<file path="config.mk">
export PLATFORM = sky130hd
export DESIGN_NAME = seq_unsigned_divider
export DESIGN_NICKNAME = d
export VERILOG_FILES = /design/src/rtl/div_pkg.sv /design/src/rtl/div_step.sv /design/src/rtl/seq_unsigned_divider.sv
export SDC_FILE = /design/constraint.sdc
export NUM_CORES = 1
export LEC_CHECK = 0
export ABC_AREA = 0
export CAP_MARGIN = 10
export CORE_MARGIN = 2
export CORE_UTILIZATION = 51
export DETAILED_ROUTE_END_ITERATION = 10
export HOLD_SLACK_MARGIN = 0.12
export PLACE_DENSITY_LB_ADDON = 0.25
export SETUP_SLACK_MARGIN = 0.05
export SLEW_MARGIN = 20
export SYNTH_ARGS = -nofsm -noshare
export SYNTH_HDL_FRONTEND = slang
export SYNTH_SLANG_ARGS = --single-unit
</file>
<file path="constraint.sdc">
create_clock -name clk -period 3.4 [get_ports clk]
set_input_delay 0.51 -clock clk [delete_from_list [all_inputs] [get_ports clk]]
set_output_delay 0.51 -clock clk [all_outputs]
set_load 0.1 [all_outputs]
</file>
<file path="src/rtl/div_pkg.sv">
// Shared definitions for the sequential restoring divider: FSM state encoding
// and the number of restoring steps per operation.
package div_pkg;

    typedef enum logic [1:0] {
        ST_IDLE = 2'd0,
        ST_RUN  = 2'd1,
        ST_DONE = 2'd2
    } state_e;

    localparam int DEFAULT_N = 4;

    // One restoring step per dividend bit; the dividend is 2N bits wide.
    function automatic int div_steps(input int n);
        return 2 * n;
    endfunction

endpackage

</file>
<file path="src/rtl/div_step.sv">
// One restoring-division step: compare the shifted partial remainder against
// the divisor, subtract when it fits, and emit the quotient bit. Combinational.
module div_step #(
    parameter int N = 4
) (
    input  logic [N:0]   part_i,
    input  logic [N-1:0] divisor_i,
    output logic [N-1:0] part_o,
    output logic         qbit_o
);

    assign qbit_o = (part_i >= {1'b0, divisor_i});

    // After the step the partial remainder is always below the divisor,
    // so it fits back into N bits.
    assign part_o = qbit_o ? N'(part_i - {1'b0, divisor_i}) : part_i[N-1:0];

endmodule

</file>
<file path="src/rtl/seq_unsigned_divider.sv">
// Sequential unsigned divider: 2N-bit dividend / N-bit divisor using one
// restoring step per clock, MSB first, with registered results.
//
// state   | meaning
// --------+----------------------------------------------------------
// IDLE    | waiting for start; outputs hold the last result
// RUN     | one restoring step per clock, 2N clocks total
// DONE    | one-cycle result pulse; a new start is accepted here too
module seq_unsigned_divider import div_pkg::*; #(
    parameter int N = DEFAULT_N
) (
    input  logic           clk,
    input  logic           rst,
    input  logic           start,
    input  logic [2*N-1:0] dividend,
    input  logic [N-1:0]   divisor,
    output logic           busy,
    output logic           done,
    output logic [2*N-1:0] quotient,
    output logic [N-1:0]   remainder,
    output logic           div_by_zero
);

    localparam int STEPS = div_steps(N);
    localparam int CW    = $clog2(STEPS + 1);

    state_e         state_q, state_d;
    logic [CW-1:0]  cnt_q, cnt_d;
    logic [2*N-1:0] shf_q, shf_d;
    logic [N-1:0]   part_q, part_d;
    logic [N-1:0]   dvs_q, dvs_d;
    logic [2*N-1:0] quot_q, quot_d;
    logic [N-1:0]   rem_q, rem_d;
    logic           dbz_q, dbz_d;

    logic [N-1:0]   step_part;
    logic           step_qbit;

    // shf_q shifts dividend bits out at the top while quotient bits enter
    // at the bottom; after 2N steps it holds the full quotient.
    div_step #(.N(N)) u_step (
        .part_i    ({part_q, shf_q[2*N-1]}),
        .divisor_i (dvs_q),
        .part_o    (step_part),
        .qbit_o    (step_qbit)
    );

    always_ff @(posedge clk or posedge rst) begin
        if (rst) begin
            state_q <= ST_IDLE;
            cnt_q   <= '0;
            shf_q   <= '0;
            part_q  <= '0;
            dvs_q   <= '0;
            quot_q  <= '0;
            rem_q   <= '0;
            dbz_q   <= 1'b0;
        end else begin
            state_q <= state_d;
            cnt_q   <= cnt_d;
            shf_q   <= shf_d;
            part_q  <= part_d;
            dvs_q   <= dvs_d;
            quot_q  <= quot_d;
            rem_q   <= rem_d;
            dbz_q   <= dbz_d;
        end
    end

    always_comb begin
        state_d = state_q;
        cnt_d   = cnt_q;
        shf_d   = shf_q;
        part_d  = part_q;
        dvs_d   = dvs_q;
        quot_d  = quot_q;
        rem_d   = rem_q;
        dbz_d   = dbz_q;

        case (state_q)
            ST_IDLE, ST_DONE: begin
                if (start) begin
                    shf_d  = dividend;
                    part_d = '0;
                    dvs_d  = divisor;
                    cnt_d  = '0;
                    if (divisor == '0) begin
                        state_d = ST_DONE;
                        quot_d  = '1;
                        rem_d   = dividend[N-1:0];
                        dbz_d   = 1'b1;
                    end else begin
                        state_d = ST_RUN;
                    end
                end else begin
                    state_d = ST_IDLE;
                end
            end
            ST_RUN: begin
                shf_d  = {shf_q[2*N-2:0], step_qbit};
                part_d = step_part;
                cnt_d  = cnt_q + CW'(1);
                if (cnt_q == CW'(STEPS - 1)) begin
                    state_d = ST_DONE;
                    quot_d  = {shf_q[2*N-2:0], step_qbit};
                    rem_d   = step_part;
                    dbz_d   = 1'b0;
                end
            end
            default: state_d = ST_IDLE;
        endcase
    end

    assign busy        = (state_q == ST_RUN);
    assign done        = (state_q == ST_DONE);
    assign quotient    = quot_q;
    assign remainder   = rem_q;
    assign div_by_zero = dbz_q;

endmodule
</file>
==> results of run 1 <==
## synth_stat cells, types with 4 or more instances
library cell / n / area, µm²
dfrtp_1: 35 / 875.8
nand2_1: 24 / 90.09
nor2_1: 20 / 75.07
o21ai_0: 10 / 50.05
inv_1: 7 / 26.28
o22a_1: 7 / 61.31
a31oi_1: 6 / 37.54
nand3_1: 6 / 30.03
ha_1: 5 / 62.56
a21oi_1: 4 / 20.02
o22ai_1: 4 / 25.02
## metal layers
layer  vias to the layer above  track usage
met5                         -            0
met4                         0      0.07903
met3                         7      0.06418
met2                        46       0.3705
met1                       673       0.2944
li1                        664            -
## per-stage QoR
| step | setup WS [ps] | instances | area [µm²] | hold WS [ps] |
|---|---|---|---|---|
| finish | 839.7 | 246 | 2110 | 497.8 |
| detailed placement | 1060 | 238 | 2037 | 477.9 |
| global placement | 1130 | 238 | 2037 | 470.2 |
| floorplan | 1160 | 168 | 1719 | 449.7 |
| CTS | 825.8 | 246 | 2110 | 503.2 |
| global route | 665.0 | 246 | 2110 | 519.9 |
## cell type report
class                      count  share of cell area
timing repair buffer          30              0.1388
inverter                       7             0.01246
tap                           46             0.02728
sequential                    35              0.4152
multi-input combinational    120              0.3719
clock buffer                   7             0.03084
clock inverter                 1            0.003559
## how the worst min path moves through the flow
stage | start | to | slack (ps) | depth (start not counted)
final | quotient[3]$_DFFE_PP0P_ | quotient[3]$_DFFE_PP0P_ | 500 | 1
after global routing | quotient[5]$_DFFE_PP0P_ | quotient[5]$_DFFE_PP0P_ | 520 | 1
after detailed placement | quotient[3]$_DFFE_PP0P_ | quotient[3]$_DFFE_PP0P_ | 480 | 1
after global placement | quotient[6]$_DFFE_PP0P_ | quotient[6]$_DFFE_PP0P_ | 470 | 1
after CTS | quotient[3]$_DFFE_PP0P_ | quotient[3]$_DFFE_PP0P_ | 500 | 1
after floorplan | dvs_q[0]$_DFFE_PP0P_ | dvs_q[0]$_DFFE_PP0P_ | 450 | 2
## flip-flops by register name (all words and copies together), names as in the netlist
register,flops
part_q,4
remainder,4
shf_q,8
quotient,8
cnt_q,4
div_by_zero,1
dvs_q,4
state_q,2
## critical path, stage by stage (launching register included)
cell	delay, ps
dfrtp_1	420
or2b_1	590
inv_1	350
buf_4	330
## kinds of logic after synthesis
| kind of cell | after synthesis | synth area share |
|---|---|---|
| DFF | 35 | 0.5095 |
| AOI/OAI and AO/OA | 46 | 0.2118 |
| and+or+nand+nor | 66 | 0.1849 |
| xor gates and xnor gates | 1 | 0.005096 |
| muxes | 1 | 0.006550 |
| adders and majority gates | 6 | 0.04804 |
| buffers and inverters | 13 | 0.03421 |
==> flow_summary.toml, run 1 <==
[sta]
setup_viol = 0
tightest_slew_ps = 973.2
maxSlewViolCount = 0
slew_headroom = 0.3492
rsz0062_at_grt = "false"
finalCriticalPeriod_ps = 2560
hold_violations = 0
skew_ps = 5.548
fmax_ghz = 0.3906
layout_worst_path_cycle_share = 0.7530
setup_tns_ps = 0

[final_layout]
regArea_um2 = 875.8
multi_input_area_um2 = 784.5
final_util = 0.6423
nets = 220
fillers = 270
mostFrequentLayoutCells = "35 x dfrtp_1, 27 x clkdlybuf4s50_1, 24 x nand2_1"
synthToLayoutAreaGrowth_pct = 22.71
final_common_cell = "dfrtp_1"
n_antenna_cell = 0
layout-drive-gt1-share = 0.1050

[yosys]
synth_seq_cells = 35
synth_edf_count = 0
synth_ff_type = "dfrtp_1"
netlist_area_um2 = 1719
yosysWarningCount = 0
syn_nets = 189
ys_types = 38
synth_area_per_cell_um2 = 10.23
ys_seq_area_frac = 0.5095
async_reset_ff_frac = 1.000
synth_cells = 168

[placement]
dp_hpwl_mm = 2.892
io_buffer_count = 29
routabilityCongestion = 0.8426

[drt]
dr_total_vias = 1390
viasPerCell = 5.650
detail_route.wl_per_cell_um = 15.52
drt_iter0_markers = 94
routed.top_layer = "met4"
wl_met1_mm = 1.686
drtPass1Iterations = 4
wl_met3_um = 210
ant_nets = 0
wl_met2_mm = 1.855
routed_wl_mm = 3.819
route.detailed.drc = 0

[status]
status = "completed"

[global_route]
overflow = 0
grt_pass1_vias = 1358
grt_max_degree = 23
grt_pass1_wl_mm = 6.279
grt_use_total = 0.2288
antenna_found_initial = 0

[cts]
cts_buffers = 5
cts-root-buf = "clkbuf_4"
clock_tree.buffer_depth = 2
post_cts_buffers = 0
clkLatencyLatePin_ps = 350
clk_pin_slew_ps = 110
postCtsHoldBufs = 0
cts_max_level = 2
cts_resized = 0
cts_sinks = 35
cts_tree = "built"

[worst_setup_path]
critPathLaunchType = "register"
rr_startpoint = "state_q[0]$_DFFE_PP0N_"
rr_worst_depth = 5
critPathLaunch = "state_q[0]$_DFFE_PP0N_"
setup.worst_path.end = "busy"
critPathMaxFanout = 22
crit_path_end_kind = "output port"
critPathArrivalTime_ps = 2050
rrSetupSlack_ps = 1260
cp.required_ps = 2890
rr_endpoint = "cnt_q[2]$_DFFE_PP0P_"
path_class = "reg -> out"

[job]
maxCapViolations = 0

[die]
core_um2 = 3284
rows = 21
num_io_pins = 30
die_w_um = 62.06
start_util = 0.5234
die_area_um2 = 3851
die_h_um = 62.06

[hold_path]
hold_path.class = "reg -> reg"
Power of run 1 is not shown: default switching activity piles up to over one toggle a cycle in this logic, so the estimate is an artifact.
==> inputs of run 2 (changes only) <==
Settings changed: CORE_UTILIZATION 51 to 47.
Clock period 3.4 ns to 2.1 ns, I/O delays scaled along.
==> run 2 against run 1 <==
Sequential share of layout area shrank 0.84 points. Cell area grew 2.1%. Core utilization shrank 1.2 points. Register-to-register slack lost 1100 ps. Setup slack lost 640 ps. Non-clock buffer count grew 5. Global-route usage shrank 1.5 points. Critical path type is now reg -> reg. Largest cell class unchanged.
==> flow_summary.toml, run 2 (synthesis gave the netlist of run 1 again) <==
[sta]
setup_tns_ps = 0
skew_ps = 8.808
finalCriticalPeriod_ps = 1904
rsz0062_at_grt = "false"
hold_violations = 0
maxSlewViolCount = 0
tightest_slew_ps = 543.4
hold_ws_ps = 354.1
fmax_ghz = 0.5253
setup_viol = 0
layout_worst_path_cycle_share = 0.9065
slew_headroom = 0.6364

[worst_setup_path]
cp_common_cell = "inv_1"
critPathMaxFanout = 3
rr_startpoint = "shf_q[7]$_DFFE_PP0P_"
critPathArrivalTime_ps = 2180
rrSetupSlack_ps = 200
crit_path_end_kind = "register"
slowest_delay_ps = 440
critPathLaunch = "shf_q[7]$_DFFE_PP0P_"
path_class = "reg -> reg"
critPathSlowestCell = "or4_1"
rr_worst_depth = 7
critPathLaunchType = "register"
cp.required_ps = 2370
worstPathCellList = "inv_1 -> ha_1 -> inv_1 -> fa_1 -> xnor2_1 -> or4_1 -> a41oi_2"
setup.worst_path.end = "remainder[2]$_DFFE_PP0P_"
rr_endpoint = "remainder[2]$_DFFE_PP0P_"

[drt]
drt_iter0_markers = 129
routed_wl_mm = 3.932
dr_total_vias = 1419
ant_nets = 0
drtPass1Iterations = 4
detail_route.wl_per_cell_um = 15.67
route.detailed.drc = 0
viasPerCell = 5.653

[job]
maxCapViolations = 0

[placement]
place_area_um2 = 2067
dp_hpwl_mm = 2.895
routabilityCongestion = 0.9011
io_buffer_count = 29

[cts]
clk_pin_slew_ps = 110
clock_tree.buffer_depth = 2
clkLatencyLatePin_ps = 340
cts_sinks = 35
post_cts_buffers = 0
cts_buffers = 5
cts_tree = "built"
cts_max_level = 2
cts-root-buf = "clkbuf_4"

[die]
die_area_um2 = 4158
die_w_um = 64.48
die_h_um = 64.48
core_um2 = 3416
num_io_pins = 30
start_util = 0.5033
rows = 21

[hold_path]
hold_path.class = "in -> async"

[global_route]
overflow = 0
antenna_found_initial = 0
grt_pass1_vias = 1396
grt_pass1_wl_mm = 6.720
grt_max_degree = 36
grt_use_total = 0.2134

[final_layout]
fillers = 306
n_antenna_cell = 0
mostFrequentLayoutCells = "35 x dfrtp_1, 24 x nand2_1, 20 x nor2_1"
design_area_um2 = 2153
synthToLayoutAreaGrowth_pct = 25.25
nets = 225
layout-drive-gt1-share = 0.1951
final_common_cell = "dfrtp_1"

[status]
status = "completed"
==> run 2: what timing repair did <==
action                     4_1_cts  5_1_grt
setup endpoints to repair        0        1
gates resized for setup          0        1
hold buffers                     0        0
==> run 2: worst min path at each step <==
stage,startpoint,endpoint,slack [ps],cells after the start
global placement,quotient[2]$_DFFE_PP0P_,quotient[2]$_DFFE_PP0P_,470,1
CTS,rst,shf_q[6]$_DFFE_PP0P_,370,3
global route,rst,remainder[2]$_DFFE_PP0P_,400,3
detailed placement,quotient[6]$_DFFE_PP0P_,quotient[6]$_DFFE_PP0P_,480,1
floorplan,divisor[0],dvs_q[0]$_DFFE_PP0P_,420,2
finish,rst,shf_q[6]$_DFFE_PP0P_,350,3
==> run 2: final cells by class <==
cell class	count	area, µm²	area share
multi-input combinational	120	784.5	0.3643
sequential	35	875.8	0.4067
timing repair buffer	35	322.8	0.1499
clock inverter	2	35.03	0.01627
inverter	7	26.28	0.01220
clock buffer	6	51.30	0.02382
tap	46	57.56	0.02673
==> run 2: metal layers <==
metal	vias to the layer above	track usage	wire length, µm
met1	685	0.2885	1801
met3	9	0.06424	188
met4	0	0.07181	68
met2	50	0.3294	1873
met5	-	0	0
li1	675	-	-
==> run 2: per-stage QoR <==
stage,utilization,instances,worst slack [ps]
2_1_floorplan,-,168,54.60
3_3_place_gp,0.6051,243,209.2
5_1_grt,0.6304,251,69.20
6_report,0.6304,251,196.4
3_5_place_dp,0.6051,243,147.9
4_1_cts,0.6304,251,95.64
==> run 2: critical path: cells and delay by family (launching register included) <==
| family | cells | cell delay, ps |
|---|---|---|
| AND/OR/NAND/NOR | 1 | 440 |
| buffers and inverters | 2 | 130 |
| adder cells (fa/ha/maj) | 2 | 560 |
| XOR/XNOR | 1 | 130 |
| AO/OA/AOI/OAI | 1 | 180 |
| flip-flops | 1 | 390 |
Power of run 2 is left out for the same reason.
==> inputs of run 3 (changes only) <==
Clock period 2.1 ns to 1.7 ns, I/O delays scaled along.
==> run 3 against run 2 <==
The run now ends with negative setup slack left. Non-clock buffer count is 22 higher. Via count is 9.4% higher. Cell count is 8.8% higher. Count of clock-buffer cells in the layout stayed put. Largest cell class unchanged.
==> flow_summary.toml, run 3 (synthesis gave the netlist of run 1 again) <==
[sta]
setup_viol = 10
fin_ws_ps = -109.7
rsz0062_at_grt = "true"
setup_tns_ps = -654.3
slew_headroom = 0.6564
maxSlewViolCount = 0
skew_ps = 17.56
tightest_slew_ps = 513.5
fmax_ghz = 0.5526
finalCriticalPeriod_ps = 1810
layout_worst_path_cycle_share = 1.065
hold_violations = 0

[final_layout]
mostFrequentLayoutCells = "34 x dfrtp_1, 26 x buf_4, 23 x nand2_1"
nets = 247
synthToLayoutAreaGrowth_pct = 49.42
layout-drive-gt1-share = 0.3568
final_common_cell = "dfrtp_1"
n_antenna_cell = 0

[drt]
viasPerCell = 5.689
route.detailed.drc = 0
routed_wl_mm = 4.475
drt_iter0_markers = 76
drtPass1Iterations = 4
dr_total_vias = 1553
detail_route.wl_per_cell_um = 16.39
ant_nets = 0

[global_route]
overflow = 0
grt_max_degree = 36
grt_use_total = 0.2369
grt_pass1_vias = 1551
grt_pass1_wl_mm = 7.389
antenna_found_initial = 0

[cts]
cts_sinks = 35
cts_tree = "built"
clock_tree.buffer_depth = 2
cts-root-buf = "clkbuf_4"
postCtsHoldBufs = 0
clk_pin_slew_ps = 120
cts_max_level = 2
cts_buffers = 5
clkLatencyLatePin_ps = 350

[die]
rows = 21
die_area_um2 = 4158
num_io_pins = 30
die_h_um = 64.48
die_w_um = 64.48
core_um2 = 3416
start_util = 0.5033

[worst_setup_path]
critPathArrivalTime_ps = 2100
slowest_delay_ps = 520
path_class = "reg -> reg"
critPathBufInv = 1
critPathMaxFanout = 8
worstPathCellList = "ha_4 -> or4_4 -> a21oi_4 -> o211ai_1 -> buf_4 -> nand3_2"
crit_path_end_kind = "register"
cp.required_ps = 1990
critPathLaunchType = "register"
critPathSlowestCell = "or4_4"
crit_family = "simple AND/OR/NAND/NOR gates"

[job]
maxCapViolations = 0

[hold_path]
hold_path.class = "in -> async"

[placement]
dp_hpwl_mm = 3.202
routabilityCongestion = 0.9141
io_buffer_count = 29

[status]
violations = "negative setup slack"
status = "complete, but fails checks"
## run 3: cell types whose count changed in the layout (fill, tap and decap cells not counted), moves of 3 or more
cell and change:
buf_4 +7, ha_4 +3, ha_1 -5, inv_1 -3, buf_12 +14
## run 3: area by class of cell
cell class | instances | area, µm²
Sequential cell | 35 | 877.1
Multi-Input combinational cell | 120 | 865.8
Fill cell | 218 | 847.1
Timing Repair Buffer | 57 | 666.9
Tap cell | 46 | 57.56
Clock buffer | 6 | 51.30
Inverter | 7 | 33.78
Clock inverter | 2 | 16.27
## run 3: what timing repair did
item	CTS	global route
setup endpoints to repair	11	18
gates resized for setup	13	8
pin swaps	1	7
buffers inserted	2	5
hold endpoints to repair	0	0
## run 3: per-stage QoR
stage                     instances  cell area (µm²)  hold WS, ps    util  worst slack [ps]
after floorplan                 168             1745        360.4       -            -82.34
after global placement          258             2379        481.4  0.6963            -128.5
after global routing            273             2569        332.6  0.7520            -163.9
after CTS                       268             2509        311.0  0.7344            -94.27
final                           273             2569        289.1  0.7520            -109.7
after detailed placement        258             2379        497.4  0.6963            -173.6
## run 3: per-layer routing
layer / track usage / share of wire
met5: 0 / 0
met4: 0.1037 / 0.028
met3: 0.06771 / 0.050
met2: 0.3919 / 0.50
met1: 0.2895 / 0.42
## run 3: final timing paths
kind                                      endpoint  slack, ps                  start  cells past startpoint
min in group clk              dvs_q[0]$_DFFE_PP0P_        470             divisor[0]                      3
setup / recovery             part_q[0]$_DFFE_PP0P_       -110  part_q[2]$_DFFE_PP0P_                      6
hold / removal             quotient[3]$_DFFE_PP0P_        290                    rst                      3
hold reg to reg               cnt_q[3]$_DFFE_PP0P_        530   cnt_q[3]$_DFFE_PP0P_                      1
max in group asynchronous     dvs_q[0]$_DFFE_PP0P_       1060                    rst                      3
setup reg to reg             part_q[0]$_DFFE_PP0P_       -110  part_q[2]$_DFFE_PP0P_                      6
## run 3: worst min-delay path: stages
cell,delay [ps]
clkdlybuf4s50_1,400
inv_1,50
buf_4,380
Power of run 3 is left out for the same reason.
